[src/rtl/regfile_core.sv]
// regfile_core: 32 x WIDTH register file fed by a one-hot write decoder.
// Entry ZERO_REG reads as zero; multi-hot enables are dropped and flagged.
//
// Ports:
//   clk, rst_n        clock, async active-low reset
//   wrEn[31:0]        one-hot write enables (all-zero = idle)
//   writeData         write-back data
//   readRegister1/2   read addresses
//   readData1/2       combinational read data (optional same-cycle bypass)
//   wrErr             sticky multi-hot enable flag
//   wrCount           committed-write counter, wraps at 16 bits
module regfile_core #(
   parameter int WIDTH    = 64,
   parameter int ZERO_REG = 31,
   parameter int BYPASS   = 1
) (
   input  logic             clk,
   input  logic             rst_n,
   input  logic [31:0]      wrEn,
   input  logic [WIDTH-1:0] writeData,
   input  logic [4:0]       readRegister1,
   input  logic [4:0]       readRegister2,
   output logic [WIDTH-1:0] readData1,
   output logic [WIDTH-1:0] readData2,
   output logic             wrErr,
   output logic [15:0]      wrCount
);

   localparam logic [4:0] ZIDX = 5'(ZERO_REG);

   logic [WIDTH-1:0] regs_q [32];
   logic [WIDTH-1:0] regs_d [32];
   logic             wr_err_q, wr_err_d;
   logic [15:0]      wr_count_q, wr_count_d;

   logic [4:0]       wr_idx;
   logic             one_hot;
   logic             multi_hot;
   logic             commit;
   logic             byp1, byp2;

   // x & (x-1) clears the lowest set bit: zero result means at most one bit
   assign one_hot   = (wrEn != '0) && ((wrEn & (wrEn - 32'd1)) == '0);
   assign multi_hot = (wrEn != '0) && !one_hot;
   assign commit    = one_hot && (wr_idx != ZIDX);

   // Index is only meaningful when the vector is one-hot
   always_comb begin
      wr_idx = '0;
      for (int i = 0; i < 32; i++) begin
         if (wrEn[i]) wr_idx = 5'(i);
      end
   end

   always_comb begin
      regs_d     = regs_q;
      wr_err_d   = wr_err_q | multi_hot;
      wr_count_d = wr_count_q;
      if (commit) begin
         regs_d[wr_idx] = writeData;
         wr_count_d     = wr_count_q + 16'd1;
      end
   end

   always_ff @(posedge clk or negedge rst_n) begin
      if (!rst_n) begin
         for (int i = 0; i < 32; i++) regs_q[i] <= '0;
         wr_err_q   <= 1'b0;
         wr_count_q <= '0;
      end else begin
         for (int i = 0; i < 32; i++) regs_q[i] <= regs_d[i];
         wr_err_q   <= wr_err_d;
         wr_count_q <= wr_count_d;
      end
   end

   // Bypass only on a valid one-hot write; multi-hot never forwards
   assign byp1 = (BYPASS != 0) && one_hot && (wr_idx == readRegister1);
   assign byp2 = (BYPASS != 0) && one_hot && (wr_idx == readRegister2);

   always_comb begin
      if (readRegister1 == ZIDX) readData1 = '0;
      else if (byp1)             readData1 = writeData;
      else                       readData1 = regs_q[readRegister1];
   end

   always_comb begin
      if (readRegister2 == ZIDX) readData2 = '0;
      else if (byp2)             readData2 = writeData;
      else                       readData2 = regs_q[readRegister2];
   end

   assign wrErr   = wr_err_q;
   assign wrCount = wr_count_q;

endmodule

[config.mk]
export PLATFORM = sky130hd
export DESIGN_NAME = regfile_core
export DESIGN_NICKNAME = d
export VERILOG_FILES = /design/src/rtl/regfile_core.sv
export SDC_FILE = /design/constraint.sdc
export NUM_CORES = 2
export LEC_CHECK = 0
export CAP_MARGIN = 15
export CELL_PAD_IN_SITES_DETAIL_PLACEMENT = 2
export CELL_PAD_IN_SITES_GLOBAL_PLACEMENT = 2
export CORE_AREA = 2 2 661 400
export CTS_CLUSTER_DIAMETER = 60
export DETAILED_ROUTE_END_ITERATION = 12
export DIE_AREA = 0 0 663 402
export GPL_ROUTABILITY_DRIVEN = 0
export PLACE_DENSITY_LB_ADDON = 0.2
export SETUP_SLACK_MARGIN = 0.15
export SYNTH_ARGS = -nofsm -noshare
export SYNTH_HDL_FRONTEND = slang
export SYNTH_SLANG_ARGS = --single-unit
[constraint.sdc]
create_clock -name clk -period 4.3 [get_ports clk]
set_input_delay 0.86 -clock clk [delete_from_list [all_inputs] [get_ports clk]]
set_output_delay 0.86 -clock clk [all_outputs]
set_load 0.005 [all_outputs]
==> results.py <==
metrics = {
    "synth": {
        "ys_seq_elements": 2065,
        "yosysSeqAreaShare": 0.463,
        "yosysUniqueCellTypes": 62,
        "syn_inst": 6876,
        "synth_nets": 6985,
        "avgSynthCellArea_um2": 16.2,
        "netlist_area_mm2": 0.112,
        "synth_warnings": 0,
        "synth_edf_count": 0,
        "ys.flop_type": "dfrtp_1",
        "ys_async_sr_fraction": 1.00,
    },
    "timing": {
        "rsz0062_at_grt": "true",
        "finalSetupViolations": 128,
        "worstMarginPinSlew_ns": 1.06,
        "relSlewSlack": 0.293,
        "hold_viol": 0,
        "min_period_over_period": 1.19,
        "fmax_mhz": 195,
        "worst_slack_ns": -0.818,
        "skew_ns": 0.00523,
        "period_needed_ns": 5.12,
        "holdWs_ns": 0.393,
        "slew_violations": 0,
    },
    "floorplan": {
        "num_io_pins": 253,
        "initial_core_util": 0.427,
        "die_area_mm2": 0.267,
        "coreArea_mm2": 0.261,
        "rows": 146,
        "fp.dieH_um": 402,
        "die_w_um": 663,
    },
    "cells_and_area": {
        "drive_gt1_frac": 0.585,
        "seq_area_mm2": 0.0517,
        "mostFrequentLayoutCell": "dfrtp_1",
        "multi_input_area_mm2": 0.0577,
        "synthToLayoutAreaGrowth_pct": 21.0,
        "n_fill_cell": 22800,
        "post-route-cell-area_mm2": 0.135,
        "layout_common_cells": "2065 x dfrtp_1, 1599 x mux2_2, 1280 x mux4_2, 664 x buf_4, 417 x mux2_1",
        "instances_no_fill": 11200,
        "nets": 7686,
    },
    "pwr": {
        "fin_total_pwr_mw": 41.7,
        "pwr-share-comb": 0.073,
        "switching_share": 0.246,
        "intPower_mw": 31.4,
        "pwr-share-clk": 0.461,
        "power_leakage_nw": 64.0,
        "p_seq_frac": 0.466,
        "powerDensity_mw_per_mm2": 309,
        "ir_drop_v": 0.000297,
        "power_switching_mw": 10.3,
    },
    "run": {
        "maxCapViolations": 0,
    },
    "clocking": {
        "cts_buffer_depth": 4,
        "htreeDepth": 4,
        "root_buffer": "clkbuf_16",
        "cts_buffers": 210,
        "cts.sinks": 2065,
        "clk_latency_ns": 0.87,
        "cts_tree": "yes",
        "cts.clk_slew.worst_paths_ns": 0.06,
    },
    "drt": {
        "drt-wirelength-per-cell_um": 37.7,
        "initialDrtViolationCount": 6561,
        "drc_errors": 0,
        "routed_via_density": 6.50,
        "drt_first_pass_iters": 6,
        "antenna_left": 0,
        "routed_wl_mm": 423,
        "vias": 72900,
    },
    "setup_path": {
        "r2r-end": "wrCount[15]",
        "cp-end-kind": "output port",
        "required_ns": 3.44,
        "reg2regPathDepth": 7,
        "worstSetupPathType": "in2out",
        "worstPathArrival_ns": 4.26,
        "critPathLaunchType": "input port",
        "rr_startpoint": "wrCount[4]",
        "worstPathMaxFanout": 5,
        "rrSetupSlack_ns": 2.40,
    },
    "run_status": {
        "failed_checks": "negative setup slack",
        "status": "complete, but fails checks",
    },
    "hold_path": {
        "min_from": "regs_q[43]",
        "holdPathEnd": "regs_q[43]",
        "holdPathStages": 0,
        "min_path_type": "reg2reg",
    },
    "placement": {
        "dpl_cell_area_mm2": 0.126,
        "place_inst": 10700,
        "numPortBuffers": 252,
        "hpwl_mm": 273,
    },
    "global_route": {
        "grt_pass1_vias": 80600,
        "antenna_found_initial": 14,
        "grt_remaining_overflow": 0,
        "grt_pass1_wl_mm": 612,
        "grt_max_degree": 160,
        "track_usage": 0.315,
    },
}
-- sequential cells by signal (all words and copies together), names as in the netlist --
| register | count |
|---|---|
| regs_q | 2048 |
| wrCount | 16 |
| wrErr | 1 |
-- cell type report --
cell class,instances,share of cell area
multi-input cells,4004,0.427
well taps,3478,0.0322
clock inverters,60,0.00526
flip-flops and latches,2065,0.382
repair buffers,1288,0.107
clock buffers,312,0.0461
inverters,8,0.000222
diodes,2,0.0000370
-- power groups by stage --
stage                     combinational, mW  sequential, mW  clock (mW)
after global routing                   3.23            19.4        20.3
final                                  3.04            19.4        19.2
after CTS                              3.06            19.4        19.6
after global placement                 2.99            19.8           0
after detailed placement               3.04            19.8           0
after floorplan                        1.30            19.8           0
-- metal layers --
layer | vias up | global-route usage | part of all wire
li1 | 28200 | - | -
met1 | 41200 | 0.463 | 0.45
met2 | 2770 | 0.483 | 0.46
met3 | 793 | 0.0506 | 0.061
met4 | 0 | 0.0995 | 0.035
met5 | - | 0 | 0
-- worst max-delay path by stage --
| stage | slack [ns] | endpoint | from | depth (start not counted) |
|---|---|---|---|---|
| after floorplan | 0.09 | readData2[39] | wrEn[3] | 11 |
| after global placement | -1.23 | readData1[21] | wrEn[3] | 11 |
| after detailed placement | -1.29 | readData1[22] | wrEn[5] | 11 |
| after CTS | -0.79 | readData2[27] | wrEn[3] | 13 |
| final | -0.82 | readData1[14] | wrEn[6] | 19 |
| after global routing | -0.92 | readData1[19] | wrEn[7] | 19 |
-- per-stage QoR --
stage	util	TNS (ns)	setup WS, ns
after floorplan	-	0	0.0907
after global placement	0.482	-469.10	-1.23
after detailed placement	0.482	-574.59	-1.29
after CTS	0.512	-83.07	-0.788
after global routing	0.517	-94.01	-0.923
final	0.517	-79.37	-0.818
-- cells by family (layout without fill, tap and decap cells) --
family / count (synthesis) / count (layout) / share of synthesized area
buffers and inverters: 807 / 1668 / 0.0287
AOI/OAI and AO/OA: 53 / 53 / 0.00316
and+or+nand+nor: 405 / 405 / 0.0204
xor gates and xnor gates: 21 / 21 / 0.00165
other: 0 / 2 / 0
muxes: 3523 / 3523 / 0.483
adders and majority gates: 2 / 2 / 0.000213
DFF: 2065 / 2065 / 0.463
-- critical path, stage by stage --
cell	delay, ns
buf_2	0.14
buf_4	0.16
a222oi_1	0.43
o21ai_1	0.13
nor3_1	0.19
nand4_1	0.13
or3_4	0.43
nor2_4	0.13
buf_6	0.11
and4_4	0.21
buf_12	0.16
buf_4	0.14
buf_12	0.09
buf_16	0.14
buf_12	0.13
buf_8	0.09
buf_6	0.10
mux2_4	0.30
buf_6	0.12
-- timing repair --
action | in CTS | in global routing
gates cloned | 5 | 5
hold buffers | 1 | 0
resized for setup | 315 | 305
hold endpoints to repair | 35 | 0
pin swaps | 18 | 13
setup endpoints to repair | 128 | 128
buffers inserted | 40 | 89
-- synth_stat cells, types with 9 or more instances --
library cell  number  share of area
nor2_1           155         0.0052
o21ai_0            9        0.00040
mux2_1           417          0.042
nand4_1           13        0.00073
nor2b_1          130         0.0073
mux2i_1          130          0.012
buf_2            114         0.0051
mux4_2          1280           0.26
xnor2_1           13         0.0010
nor3_1            13        0.00058
a21oi_1           14        0.00063
nand2_1           13        0.00044
nand3_2            9        0.00081
buf_1            167         0.0056
nand3_1           12        0.00054
and4_1             9        0.00071
mux2_2          1696           0.17
clkbuf_1         510          0.017
dfrtp_1         2065           0.46
(Power assumes the default switching activity.)
